File: src/rtl/muon_daq_pkg.sv
// muon_daq_pkg: shared FSM states, command opcodes and frame markers for the event packer
package muon_daq_pkg;
  typedef enum logic [2:0] {IDLE, ARMED, HEADER, TSTAMP, DATA, TRAILER} state_t;
  localparam logic [7:0] CMD_ARM    = 8'h01;
  localparam logic [7:0] CMD_DISARM = 8'h02;
  localparam logic [7:0] CMD_CLEAR  = 8'h03;
  localparam logic [3:0] CMD_MASK   = 4'h1;
  localparam logic [7:0] HDR_MAGIC  = 8'hA5;
  localparam logic [7:0] TRL_MAGIC  = 8'h5A;
endpackage

File: src/rtl/sample_delay_line.sv
// sample_delay_line: free-running shift register holding the pre-trigger sample history
module sample_delay_line #(
  parameter int W     = 64,
  parameter int DEPTH = 2
) (
  input  logic         clk,
  input  logic         rst_n,
  input  logic [W-1:0] d,
  output logic [W-1:0] q
);
  logic [W-1:0] sr [DEPTH];
  always_ff @(posedge clk or negedge rst_n) begin
    if (!rst_n) sr <= '{default: '0};
    else begin
      sr[0] <= d;
      for (int i = 1; i < DEPTH; i++) sr[i] <= sr[i-1];
    end
  end
  assign q = sr[DEPTH-1];
endmodule

File: src/rtl/event_packer.sv
// event_packer: frames triggered multi-channel sample windows into a 64-bit FIFO stream
module event_packer
  import muon_daq_pkg::*;
#(
  parameter int CH_COUNT     = 4,
  parameter int SAMPLE_W     = 16,
  parameter int PRE_SAMPLES  = 8,
  parameter int POST_SAMPLES = 24,
  parameter int TS_W         = 48
) (
  input  logic                         f125_clk,
  input  logic                         aresetn,
  input  logic                         trigger,
  input  logic [CH_COUNT*SAMPLE_W-1:0] ch_data_i,
  input  logic                         cmd_valid_i,
  input  logic [7:0]                   cmd,
  input  logic                         full_i,
  output logic                         wr_en_o,
  output logic [63:0]                  din_o,
  output logic [31:0]                  event_count_o,
  output logic [15:0]                  drop_count_o,
  output logic                         armed_o,
  output logic                         busy_o
);
  localparam logic [15:0] N_WORDS = 16'(PRE_SAMPLES + POST_SAMPLES);
  if (CH_COUNT < 1 || CH_COUNT > 4 || CH_COUNT*SAMPLE_W > 64 || PRE_SAMPLES < 1 ||
      PRE_SAMPLES > 255 || POST_SAMPLES < 1 || POST_SAMPLES > 1023 || TS_W < 1 || TS_W > 64)
  begin : g_param_check
    $error("event_packer: unsupported parameter set");
  end
  state_t              state;
  logic [CH_COUNT-1:0] mask;
  logic [TS_W-1:0]     ts, ts_lat;
  logic                trig_d, pend, ovf;
  logic [15:0]         idx, n_wr;
  logic [31:0]         xsum;
  logic [63:0]         masked, dl_out;
  logic                trig_edge, c_arm, c_disarm, c_clear, c_mask, take, reject, leave_idle;
  assign trig_edge  = trigger & ~trig_d;
  assign c_arm      = cmd_valid_i && cmd == CMD_ARM;
  assign c_disarm   = cmd_valid_i && cmd == CMD_DISARM;
  assign c_clear    = cmd_valid_i && cmd == CMD_CLEAR;
  assign c_mask     = cmd_valid_i && cmd[7:4] == CMD_MASK;
  assign busy_o     = state != IDLE && state != ARMED;
  assign armed_o    = state != IDLE && !pend;
  assign take       = state == TSTAMP || (state == DATA && idx != N_WORDS - 16'd1);
  assign reject     = trig_edge && (busy_o || (state == ARMED && full_i && !c_disarm));
  assign leave_idle = (pend | c_disarm) & ~c_arm;
  always_comb begin
    masked = '0;
    for (int c = 0; c < CH_COUNT; c++)
      masked[c*SAMPLE_W +: SAMPLE_W] = mask[c] ? ch_data_i[c*SAMPLE_W +: SAMPLE_W] : '0;
  end
  // The output register is the last stage: a sample reaches din_o PRE_SAMPLES+3 cycles later.
  sample_delay_line #(.W(64), .DEPTH(PRE_SAMPLES + 2)) u_delay (
    .clk  (f125_clk),
    .rst_n(aresetn),
    .d    (masked),
    .q    (dl_out)
  );
  always_ff @(posedge f125_clk or negedge aresetn) begin
    if (!aresetn) begin
      state         <= IDLE;
      mask          <= '1;
      ts            <= '0;
      ts_lat        <= '0;
      trig_d        <= 1'b0;
      pend          <= 1'b0;
      ovf           <= 1'b0;
      idx           <= '0;
      n_wr          <= '0;
      xsum          <= '0;
      wr_en_o       <= 1'b0;
      din_o         <= '0;
      event_count_o <= '0;
      drop_count_o  <= '0;
    end else begin
      trig_d  <= trigger;
      ts      <= ts + TS_W'(1);
      wr_en_o <= 1'b0;
      if (take) begin
        if (full_i) ovf <= 1'b1;
        else begin
          wr_en_o <= 1'b1;
          din_o   <= dl_out;
          n_wr    <= n_wr + 16'd1;
          xsum    <= xsum ^ dl_out[63:32] ^ dl_out[31:0];
        end
      end
      if (reject && drop_count_o != 16'hFFFF) drop_count_o <= drop_count_o + 16'd1;
      if (busy_o) pend <= leave_idle;
      case (state)
        IDLE: begin
          if (c_mask) mask <= cmd[CH_COUNT-1:0];
          if (c_arm) state <= ARMED;
        end
        ARMED:
          if (c_disarm) state <= IDLE;
          else if (trig_edge && !full_i) begin
            state   <= HEADER;
            wr_en_o <= 1'b1;
            din_o   <= {HDR_MAGIC, 4'h0, 4'(mask), N_WORDS, event_count_o};
            ts_lat  <= ts;
            ovf     <= 1'b0;
            n_wr    <= '0;
            xsum    <= '0;
          end
        HEADER: begin
          state <= TSTAMP;
          if (full_i) ovf <= 1'b1;
          else begin
            wr_en_o <= 1'b1;
            din_o   <= 64'(ts_lat);
          end
        end
        TSTAMP: begin
          state <= DATA;
          idx   <= '0;
        end
        DATA:
          if (idx == N_WORDS - 16'd1) state <= TRAILER;
          else idx <= idx + 16'd1;
        TRAILER:
          if (!full_i) begin
            wr_en_o       <= 1'b1;
            din_o         <= {TRL_MAGIC, 7'h0, ovf, n_wr, xsum};
            state         <= leave_idle ? IDLE : ARMED;
            pend          <= 1'b0;
            event_count_o <= event_count_o + 32'd1;
          end
        default: state <= IDLE;
      endcase
      if (c_clear) begin
        event_count_o <= '0;
        drop_count_o  <= '0;
        ts            <= '0;
      end
    end
  end
endmodule

File: config.mk
export PLATFORM = sky130hd
export DESIGN_NAME = event_packer
export DESIGN_NICKNAME = d
export VERILOG_FILES = /design/src/rtl/muon_daq_pkg.sv /design/src/rtl/sample_delay_line.sv /design/src/rtl/event_packer.sv
export SDC_FILE = /design/constraint.sdc
export NUM_CORES = 1
export LEC_CHECK = 0
export CORE_ASPECT_RATIO = 0.75
export CORE_MARGIN = 4
export CORE_UTILIZATION = 62
export DETAILED_ROUTE_END_ITERATION = 12
export DONT_BUFFER_PORTS = 1
export MAX_ROUTING_LAYER = met4
export PLACE_DENSITY_LB_ADDON = 0.05
export SETUP_SLACK_MARGIN = 0.5
export SLEW_MARGIN = 5
export SYNTH_ARGS = -nofsm -noshare
export SYNTH_HDL_FRONTEND = slang
export SYNTH_SLANG_ARGS = --single-unit
File: constraint.sdc
create_clock -name f125_clk -period 3.05 [get_ports f125_clk]
set_input_delay 0.7625 -clock f125_clk [delete_from_list [all_inputs] [get_ports f125_clk]]
set_output_delay 0.7625 -clock f125_clk [all_outputs]
set_load 0.01 [all_outputs]
==> results of run 1 <==
==> layer usage <==
metal	up-vias	global-route usage [%]	wire length, um
met5	-	-	0
met2	935	41.7	34300
met1	9939	42.1	32000
met4	0	9.18	2480
li1	8401	-	-
met3	173	7.24	7360
==> flip-flops by register name, indices dropped and copies added (netlist names), 3 cells and up <==
name,count
din_o,64
drop_count_o,16
event_count_o,32
idx,16
mask,4
n_wr,16
state,3
ts,48
ts_lat,48
u_delay.q,64
u_delay.sr,576
xsum,32
==> cell usage in the layout (no fill, tap or decap), types with 52 or more instances in the layout <==
master	n
xnor2_1	63
clkbuf_16	84
o211ai_1	54
and2_1	69
o22ai_1	52
nand2_1	235
a21oi_1	106
o21ai_0	93
nor2_1	137
dfrtp_1	915
or3_1	54
==> report_power, final <==
part	leakage [nW]	total [W]	internal, W	switching (W)
logic	2.97	0.00422	0.00174	0.00248
registers	12.4	0.0178	0.0153	0.00258
clock network	1.41	0.0108	0.00609	0.00474
==> critical path, cell delays in order, from the launching register on <==
cell     delay, ns
dfrtp_2       0.49
nor2_4        0.07
inv_1         0.20
nor2_1        0.10
nor2_1        0.24
==> path summary, 6_finish.rpt <==
| check | end | slack [ns] | depth (start not counted) |
|---|---|---|---|
| min in group f125_clk | trig_d | 0.15 | 0 |
| max in group asynchronous | u_delay.sr[510] | 1.34 | 2 |
| worst min-delay path | u_delay.sr[623] | -0.19 | 0 |
| worst max-delay path | armed_o | 0.55 | 4 |
| worst max register to register | din_o[47] | 0.60 | 7 |
| worst min register to register | u_delay.sr[243] | 0.33 | 0 |
==> final cells by class <==
type,instances,area [um2],area share (%)
Multi-Input combinational cell,1305,7920,22.3
Timing Repair Buffer,59,618,1.74
Inverter,46,173,0.486
Tap cell,657,822,2.32
Clock inverter,44,572,1.61
Sequential cell,923,23100,65.1
Clock buffer,106,2290,6.46
==> cells by family (layout without fill, tap and decap cells) <==
group | count (synthesis) | count (layout) | synth area share, %
compound gates | 460 | 460 | 9.54
xor+xnor | 88 | 88 | 2.44
fa+ha+maj | 5 | 5 | 0.198
buf+inv | 173 | 255 | 2.14
flops | 923 | 923 | 73.0
mux | 44 | 44 | 1.46
simple gates | 707 | 708 | 11.2
==> what timing repair did <==
action                                 4_1_cts  5_1_grt
endpoints found under the hold margin      919      104
setup endpoints to repair                   33       94
setup buffers                                3        3
gates cloned                                 1        1
gates resized for setup                      4        9
pin swaps                                    1        2
==> metrics by stage <==
step / utilization [%] / power, W / instance area [um2] / instances
after floorplan: - / 0.0197 / 31600 / 2400
after global placement: 64.4 / 0.0213 / 32400 / 2978
after detailed placement: 64.4 / 0.0217 / 32400 / 2978
after CTS: 70.2 / 0.0328 / 35300 / 3132
after global routing: 70.6 / 0.0344 / 35500 / 3140
final: 70.6 / 0.0329 / 35500 / 3140
==> metrics.csv, run 1 <==
stage;metric;value;unit
sta;fin_tns_setup;0;ns
route;wl_per_cell;24.2;um
setup_path;required;2.29;ns
floorplan;dieHeight;204;um
setup_path;crit_type;reg2out;
placement;gp_congestion;0.879;
sta;fin_ws;0.546;ns
synth;syn_avg_cell_area;13.2;um2
route;drtIter0Drc;2478;
clock_network;clockBufferDepth;3;
setup_path;critPathCaptureType;output port;
route;drt_first_pass_iters;6;
clock_network;htreeDepth;3;
grt;grt_pass1_vias;19500;
floorplan;core_area;0.0503;mm2
power_and_ir_drop;power_density;927;mW/mm2
setup_path;crit_start;state[1];
synth;synth_flop_cell;dfrtp_1;
status;outcome;finished with violations;
status;violations;negative hold slack;
grt;antenna_found_initial;3;
grt;gr-total-overflow;0;
floorplan;fp.dieArea;0.0547;mm2
sta;holdWs;-0.189;ns
finish;fin_nets;2500;
grt;grt_max_degree;924;
synth;synthTopCellsByArea;dfrtp_1 (73%), nand2_1 (2.8%), xnor2_1 (1.7%), a21oi_1 (1.7%), nor2_1 (1.6%);
synth;synth-edff-count;0;
synth;synth_top_area_share;72.7;%
synth;ys_types;65;
synth;synth_area;0.0316;mm2
placement;dp_hpwl;45.0;mm
finish;diodes;0;
route;drc;0;
placement;pre_cts_ws;0.416;ns
sta;max_freq;399;MHz
sta;drv_slew;0;
setup_path;arrival;1.74;ns
setup_path;worstReg2RegStart;state[0];
clock_network;cts_sinks;923;
clock_network;cts-buffers-inserted;83;
clock_network;clk_latency;0.65;ns
power_and_ir_drop;vdd_drop_max;0.000714;V
grt;grt.total_usage;29.1;%
clock_network;cts_tree;yes;
setup_path;worst-path-max-fanout;13;
placement;io_buffer_count;0;
synth;ys_seq_elements;923;
route;vias;19400;
clock_network;root_buffer;clkbuf_16;
sta;post-route-min-period;2.50;ns
sta;setup_violations;0;
finish;area_growth;12.2;%
sta;maxSlewHeadroom;24.7;%
synth;yosysTopAreaCell;dfrtp_1;
route;final_antenna_net_count;0;
sta;tightest_slew;1.13;ns
sta;rsz0062_at_grt;true;
floorplan;rows;71;
synth;netlist_instances;2400;
route;wl;76.1;mm
synth;yosys_warnings;0;
synth;synthTopCellsByCount;dfrtp_1 (919), nand2_1 (236), nor2_1 (139);
finish;drive_gt1_share;9.99;%
synth;async_flop_share;100;%
worst_hold_path;hp-class;in2async;
route;vias_per_cell;6.19;
floorplan;initial_core_util;62.9;%
synth;synth_nets;2482;
floorplan;ios;192;
flow_run;cap_violations;0;
synth;yosysMostFrequentCell;dfrtp_1;
setup_path;cp-start-kind;register;
grt;grt_pass1_wl;118;mm
sta;fin_skew;0.0259;ns
sta;final_hold_viol_count;104;
sta;fin_crit_sh;82.1;%
synth;ys_seq_area_share;73.0;%
clock_network;clk_pin_slew;0.06;ns
floorplan;die_w;269;um
finish;fillers;3204;
power_and_ir_drop;leakagePower;16.7;nW
(Power assumes the default switching activity.)
==> run 2, diff against run 1 <==
clock period = 2.55 ns   (was 3.05 ns; I/O delays follow)
==> metrics.csv, run 2 (same netlist as run 1, synthesis figures left out) <==
stage;metric;value;unit
status;outcome;finished with violations;
status;violations;negative hold slack, max-slew violations, negative setup slack;
clock_network;cts_tree;yes;
clock_network;root_buffer;clkbuf_16;
setup_path;worst-path-max-fanout;923;
sta;maxSlewHeadroom;-192;%
power_and_ir_drop;power.switching;0.0123;W
setup_path;crit_start;aresetn;
power_and_ir_drop;power;0.0408;W
power_and_ir_drop;pwr-share-clk;32.6;%
route;drtIter0Drc;2751;
finish;fin_nets;2593;
clock_network;clk_pin_slew;0.06;ns
sta;fin_crit_sh;126;%
finish;fillers;2958;
sta;fin_skew;0.0427;ns
route;final_antenna_net_count;0;
flow_run;cap_violations;0;
floorplan;initial_core_util;62.9;%
placement;place_area;0.0326;mm2
clock_network;htreeDepth;3;
sta;max_freq;312;MHz
clock_network;clk_latency;0.67;ns
finish;stdcell_count;3240;
setup_path;critPathCaptureType;asynchronous set/reset pin;
grt;antenna_found_initial;7;
placement;dp_hpwl;45.9;mm
grt;grt_pass1_wl;125;mm
sta;rsz0062_at_grt;true;
power_and_ir_drop;leakagePower;17.5;nW
finish;design_area;0.0375;mm2
clock_network;cts-buffers-inserted;83;
finish;layout_common_cells;dfrtp_1 (885), nand2_1 (232), nor2_1 (133), buf_4 (101), clkbuf_16 (92);
setup_path;worstSetupPathDepth;0;
floorplan;fp.dieArea;0.0547;mm2
sta;setup_violations;597;
finish;final_common_cell;dfrtp_1;
setup_path;arrival;2.69;ns
grt;grt_max_degree;924;
power_and_ir_drop;power_density;1090;mW/mm2
finish;top_register;u_delay.sr;
route;vias;20400;
power_and_ir_drop;comb_power_share;14.7;%
sta;drv_slew;774;
finish;postLayoutCoreUtil;74.6;%
setup_path;crit_type;in2async;
grt;grt.total_usage;31.1;%
floorplan;dieHeight;204;um
finish;final-seq-area;0.0231;mm2
sta;fin_ws;-0.660;ns
placement;gp_congestion;0.887;
route;drt_first_pass_iters;8;
grt;grt_pass1_vias;20200;
sta;final_hold_viol_count;138;
floorplan;die_w;269;um
power_and_ir_drop;vdd_drop_max;0.000873;V
route;wl_per_cell;26.1;um
floorplan;ios;192;
sta;holdWs;-0.310;ns
clock_network;clockBufferDepth;3;
setup_path;worstReg2RegStart;state[1];
sta;post-route-min-period;3.21;ns
worst_hold_path;hp-class;in2async;
route;wl;84.6;mm
setup_path;cp-start-kind;input pin;
route;drc;0;
floorplan;core_area;0.0503;mm2
setup_path;required;2.03;ns
route;vias_per_cell;6.31;
finish;largest_register_ffs;576;
finish;multi_input_area;0.00871;mm2
power_and_ir_drop;p_int;0.0285;W
setup_path;reg2reg_depth;9;
sta;tightest_slew;4.38;ns
floorplan;rows;71;
finish;area_growth;18.5;%
finish;drive_gt1_share;19.5;%
grt;gr-total-overflow;0;
placement;dp.cells;2997;
power_and_ir_drop;p_sw_share;30.1;%
power_and_ir_drop;seq_power_share;52.7;%
placement;io_buffer_count;0;
clock_network;cts_sinks;923;
## run 2: cell types whose count changed in the layout (fill, tap and decap cells not counted), sizes merged
cell / before / now
clkinvlp: 3 / 4
bufinv: 8 / 10
inv: 46 / 50
diode: 0 / 6
clkbuf: 107 / 121
buf: 58 / 143
clkinv: 33 / 21
## run 2: per-stage QoR
stage                     worst slack, ns  TNS (ns)
final                              -0.660   -264.28
after global routing                0.194         0
after CTS                           0.330         0
after detailed placement            0.224         0
after global placement              0.235         0
after floorplan                     0.459         0
## run 2: power by group through the flow
stage	clock network, W	logic, W	registers, W
after floorplan	0	0.00356	0.0200
after global routing	0.0141	0.00640	0.0219
after global placement	0	0.00434	0.0212
after CTS	0.0135	0.00510	0.0214
final	0.0133	0.00598	0.0215
after detailed placement	0	0.00454	0.0215
## run 2: repair_timing
item,CTS,global route
gates resized for setup,77,195
hold endpoints to repair,921,919
setup endpoints to repair,193,172
pin swaps,8,116
gates cloned,6,13
setup buffers,32,35
## run 2: per-layer routing
layer	global-route usage [%]	part of all wire (%)	routed length [um]	up-vias
li1	-	-	-	8614
met1	43.4	40	34000	10500
met2	46.0	46	38900	1073
met3	7.70	9.7	8230	271
met4	9.89	4.1	3470	0
met5	-	0	0	-
## run 2: worst paths after layout
path / endpoint / slack [ns]
max: ts[14] / -0.66
min: u_delay.sr[354] / -0.31
max reg2reg: n_wr[13] / 0.23
min reg2reg: u_delay.sr[292] / 0.34
max in group f125_clk: n_wr[13] / 0.23
min in group f125_clk: trig_d / 0.04
## run 2: layout make-up
cell class,instances,area share (%)
clock inverter,39,1.63
sequential,923,61.7
tap,657,2.19
clock buffer,112,6.15
timing repair buffer,152,4.53
multi-input combinational,1305,23.2
inverter,46,0.467
antenna,6,0.0401
